## config.mk

```make
export PLATFORM = sky130hd
export DESIGN_NAME = key_pulse_conditioner
export DESIGN_NICKNAME = d
export VERILOG_FILES = /design/src/rtl/key_pulse_conditioner.sv
export SDC_FILE = /design/constraint.sdc
export NUM_CORES = 1
export LEC_CHECK = 0
export CELL_PAD_IN_SITES_DETAIL_PLACEMENT = 0
export CELL_PAD_IN_SITES_GLOBAL_PLACEMENT = 1
export CORE_MARGIN = 5
export CORE_UTILIZATION = 25
export CTS_CLUSTER_SIZE = 30
export DETAILED_ROUTE_END_ITERATION = 7
export DONT_BUFFER_PORTS = 1
export PLACE_DENSITY_LB_ADDON = 0.1
export SLEW_MARGIN = 20
export SYNTH_ARGS = -nofsm -noshare
export SYNTH_HDL_FRONTEND = slang
export SYNTH_SLANG_ARGS = --single-unit
export TNS_END_PERCENT = 100
```

## constraint.sdc

```tcl
create_clock -name clk -period 1.35 [get_ports clk]
set_input_delay 0.3375 -clock clk [delete_from_list [all_inputs] [get_ports clk]]
set_output_delay 0.3375 -clock clk [all_outputs]
set_load 0.05 [all_outputs]
```

## src/rtl/key_pulse_conditioner.sv

```systemverilog
// key_pulse_conditioner
// Turns the two raw active-low pushbuttons into clean one-cycle press pulses
// L (left, KEY[3]) and R (right, KEY[0]) for the tug-of-war light chain.
// Each key is synchronised, then debounced by its own four-state FSM; a press
// is accepted once, and a new press needs a stable release first.
// Optional build macro: KEY_TIE_CANCEL_EN -- when defined, press requests from
// both keys in the same cycle cancel each other (neither L nor R pulses).
module key_pulse_conditioner #(
  parameter int SYNC_STAGES     = 2,  // >= 2
  parameter int DEBOUNCE_CYCLES = 4   // >= 1
) (
  input  logic clk,
  input  logic reset,
  input  logic key_l_n,
  input  logic key_r_n,
  output logic L,
  output logic R
);

  localparam int CNT_W = $clog2(DEBOUNCE_CYCLES + 1);
  localparam logic [CNT_W-1:0] CNT_ONE = CNT_W'(1);
  localparam logic [CNT_W-1:0] CNT_MAX = CNT_W'(DEBOUNCE_CYCLES);

  typedef enum logic [1:0] {
    IDLE,
    PRESS_WAIT,
    HELD,
    REL_WAIT
  } state_t;

  // Index 1 is the left key, index 0 the right key; converted to pressed=1.
  logic [1:0] pressed_raw;
  logic [1:0] req;

  assign pressed_raw = {~key_l_n, ~key_r_n};

  for (genvar g = 0; g < 2; g++) begin : g_key
    logic [SYNC_STAGES-1:0] sync_q, sync_d;
    state_t                 state_q, state_d;
    logic [CNT_W-1:0]       cnt_q, cnt_d;
    logic                   pressed_s;
    logic                   req_g;

    assign pressed_s = sync_q[SYNC_STAGES-1];
    assign req[g]    = req_g;

    // Next-state logic: synchroniser shift and debounce FSM for this key.
    // NOTE: every output of this block gets a default first, so no path leaves
    // a signal unassigned and no latch is inferred.
    always_comb begin
      sync_d  = {sync_q[SYNC_STAGES-2:0], pressed_raw[g]};
      state_d = state_q;
      cnt_d   = cnt_q;
      req_g   = 1'b0;
      case (state_q)
        IDLE: begin
          if (pressed_s) begin
            state_d = PRESS_WAIT;
            cnt_d   = CNT_ONE;
          end
        end
        PRESS_WAIT: begin
          if (!pressed_s) begin
            // Too short to be a press: drop it without a pulse.
            state_d = IDLE;
            cnt_d   = '0;
          end else if (cnt_q == CNT_MAX) begin
            state_d = HELD;
            cnt_d   = '0;
            req_g   = 1'b1;
          end else begin
            cnt_d = cnt_q + CNT_ONE;
          end
        end
        HELD: begin
          if (!pressed_s) begin
            state_d = REL_WAIT;
            cnt_d   = CNT_ONE;
          end
        end
        REL_WAIT: begin
          if (pressed_s) begin
            // Release bounce: still the same press, never a second pulse.
            state_d = HELD;
            cnt_d   = '0;
          end else if (cnt_q == CNT_MAX) begin
            state_d = IDLE;
            cnt_d   = '0;
          end else begin
            cnt_d = cnt_q + CNT_ONE;
          end
        end
        default: begin
          state_d = IDLE;
          cnt_d   = '0;
        end
      endcase
    end

    // State registers for this key.
    // NOTE: sequential state uses non-blocking assignments so every flop
    // samples the pre-edge values regardless of statement order.
    always_ff @(posedge clk) begin
      if (reset) begin
        // NOTE: the synchroniser is reset too, so a press straddling reset is
        // discarded and a key held through reset restarts from "not pressed".
        sync_q  <= '0;
        state_q <= IDLE;
        cnt_q   <= '0;
      end else begin
        sync_q  <= sync_d;
        state_q <= state_d;
        cnt_q   <= cnt_d;
      end
    end
  end

  logic l_q, l_d;
  logic r_q, r_d;

  // Output pulse selection, including the optional same-cycle tie cancel.
  always_comb begin
    l_d = req[1];
    r_d = req[0];
`ifdef KEY_TIE_CANCEL_EN
    if (req[1] && req[0]) begin
      l_d = 1'b0;
      r_d = 1'b0;
    end
`endif
  end

  // Registered pulse outputs: one cycle wide because a request lasts one cycle.
  always_ff @(posedge clk) begin
    if (reset) begin
      l_q <= 1'b0;
      r_q <= 1'b0;
    end else begin
      l_q <= l_d;
      r_q <= r_d;
    end
  end

  assign L = l_q;
  assign R = r_q;

endmodule
```

==> reports/qor.yml, run 1 <==
place:
  post-place-cells: 96
  port_buffers: 0
  place_congestion: 0.707
  hpwl_um: 751
power:
  leakage_nw: 0.274
  p_seq_share_pct: 59.4
  p_clk_share_pct: 37.5
  intPower_w: 0.000659
  cellPowerDensity_nw_per_um2: 1140
  irDropWorstVdd_mv: 0.459
  switching_power_w: 0.000168
  swShare_pct: 20.3
  comb_power_share_pct: 3.1
global_routing:
  grt_max_degree: 17
  antenna_found_initial: 0
  busiest_layer: "met2"
  track_usage_pct: 6.99
  grt_pass1_vias: 427
  gr-total-overflow: 0
  met1_usage_pct: 8.52
  use_met3_pct: 2.52
  gr-usage-met2_pct: 9.82
  grt_pass1_wl_mm: 1.84
cells_and_area:
  instances_no_fill: 100
  multiInputGateArea_um2: 310
  fin_nets: 79
  ff_latch_area_um2: 320
  n_fill_cell: 268
  diodes: 0
  drive_above_1_share_pct: 11.4
  area_growth_pct: 10.7
cts:
  cts-resized-gates: 0
  cts_buffers: 3
  clock-root-buffer: "clkbuf_4"
  cts_sinks: 16
  clk_pin_slew_worst_paths_ps: 90
  clk_latency_ps: 280
  cts_setup_buffers: 0
  clock_path_buffers: 2
  htreeDepth: 1
  cts_tree: "done"
  hold_buffers: 0
synth:
  async_flop_share_pct: 0
  ys.flop_type: "dfxtp_1"
  synth_area_um2: 657
  synth-seq-area-share_pct: 48.8
  synth_top_cell_area_share_pct: 48.8
  synth_edf_count: 0
  synth_top_area_cell: "dfxtp_1"
  yosysWarnings: 0
  synth_commonest_cells: "16 x dfxtp_1, 8 x nor2_1, 6 x inv_1"
  synthesis.nets: 75
  post-synth-top-count-cell: "dfxtp_1"
  yosys-top-cells-area: "dfxtp_1 49%, ha_1 7.6%, xor2_2 5.0%"
  synth_seq_cells: 16
  yosysUniqueCellTypes: 18
  syn-mean-instance-area_um2: 9.80
  synth_cells: 67
floorplanning:
  die_y_um: 61.3
  start_util_pct: 26.3
  io_pins: 6
  dieArea_um2: 3750
  core_um2: 2500
  die_w_um: 61.3
  fp-row-count: 18
worst_hold_path:
  hold_start: "reset"
  hp-class: "in2reg"
drt:
  drt_wl_total_mm: 1.06
  drtPass1Iterations: 2
  ant_nets: 0
  vias_per_cell: 4.42
  vias: 442
  routedWlPerCell_um: 10.6
  drc: 0
  drtIter0Drc: 3
critical_path:
  start_kind: "register"
  setup.worst_path.start: "R$_SDFF_PP0_"
  critPathMaxFanout: 1
  end_kind: "output port"
  critPathRequiredTime_ps: 1010
  arrival_ps: 910
  worstSetupPathType: "reg2out"
  r2r_start: "g_key[1].cnt_q[0]$_SDFFE_PP0P_"
sta:
  hold_viol: 0
  worst_slew_pin_slew_ps: 478
  grt_setup_unrepaired: "no"
  maxSlewViolCount: 0
  min_period_over_period_pct: 92.2
  max_freq_mhz: 803
  fin_setup_tns_ps: 0
  fin_crit_ps: 1250
  clock_skew_ps: 3.11
  slew_headroom_pct: 68.1
  setup_viol: 0
run_status:
  outcome: "complete, no violations"
run:
  maxCapViolCount: 0
[per-stage QoR]
step / setup slack [ps] / hold slack [ps] / cell area, µm² / total power (W) / utilization, %
after floorplan: 272 / 400 / 657 / 0.000526 / -
after global routing: 45.7 / 69.5 / 727 / 0.000877 / 29.1
after CTS: 73.9 / 80.6 / 727 / 0.000852 / 29.1
final: 105 / 104 / 727 / 0.000827 / 29.1
after global placement: 155 / 404 / 691 / 0.000529 / 27.6
after detailed placement: 194 / 404 / 691 / 0.000528 / 27.6
[final timing paths]
path	end	slack (ps)	cells past startpoint
setup reg to reg	g_key[1].cnt_q[2]$_SDFFE_PP0P_	150	5
setup / recovery	R	100	0
hold / removal	g_key[0].cnt_q[1]$_SDFFE_PP0P_	100	1
hold reg to reg	g_key[0].sync_q[1]$_SDFF_PP0_	450	1
[per-layer routing]
| layer | up-vias | part of all wire (%) |
|---|---|---|
| li1 | 231 | - |
| met1 | 206 | 50 |
| met2 | 3 | 46 |
| met3 | 2 | 3.2 |
| met4 | 0 | 1.4 |
| met5 | - | 0 |
[power by group through the flow]
stage / clock, W / sequential (W) / combinational, W
after floorplan: 0 / 0.000500 / 0.0000259
after global placement: 0 / 0.000502 / 0.0000269
after detailed placement: 0 / 0.000502 / 0.0000262
after CTS: 0.000334 / 0.000491 / 0.0000264
after global routing: 0.000354 / 0.000493 / 0.0000305
final: 0.000310 / 0.000491 / 0.0000259
[cells in the final DEF, fill, tap and decap left out, drive strengths merged]
master,netlist,routed
nor4b,2,2
o22ai,2,2
clkbuf,1,4
nor2,8,8
inv,6,6
nor2b,4,4
nor3b,2,2
nand2,2,2
dfxtp,16,16
xor2,2,2
o211ai,2,2
nand3,4,4
mux2i,2,2
ha,4,4
a21oi,6,6
or3,2,2
nand3b,2,2
[cells by family (layout without fill, tap and decap cells)]
| group | count (synthesis) | in the layout | share of synthesized area (%) |
|---|---|---|---|
| flip-flops | 16 | 16 | 48.8 |
| adder cells (fa/ha/maj) | 4 | 4 | 7.62 |
| buffers and inverters | 7 | 10 | 4.00 |
| multiplexers | 2 | 2 | 3.05 |
| XOR/XNOR | 2 | 2 | 4.95 |
| AO/OA/AOI/OAI | 10 | 10 | 9.90 |
| AND/OR/NAND/NOR | 26 | 26 | 21.7 |
[final cells by class]
type | instances | area share (%)
sequential | 16 | 44.1
multi-input combinational | 44 | 42.7
tap | 30 | 5.16
clock buffer | 4 | 4.99
inverter | 6 | 3.10
(Power assumes the default switching activity.)
==> inputs of run 2 (changes only) <==
--- a/config.mk
+++ b/config.mk
@@ -17,4 +17,4 @@
 export SYNTH_ARGS = -nofsm -noshare
 export SYNTH_HDL_FRONTEND = slang
 export SYNTH_SLANG_ARGS = --single-unit
-export TNS_END_PERCENT = 100
+export TNS_END_PERCENT = 5
==> results of run 2 <==
Same layout as run 1: the final DEF is identical, and so are final timing and power.
==> inputs of run 3 (changes only) <==
--- a/config.mk
+++ b/config.mk
@@ -13,6 +13,7 @@
 export DETAILED_ROUTE_END_ITERATION = 7
 export DONT_BUFFER_PORTS = 1
 export PLACE_DENSITY_LB_ADDON = 0.1
+export SKIP_CTS_REPAIR_TIMING = 1
 export SLEW_MARGIN = 20
 export SYNTH_ARGS = -nofsm -noshare
 export SYNTH_HDL_FRONTEND = slang
==> results of run 3 <==
Same layout as run 1: the final DEF is identical, and so are final timing and power.
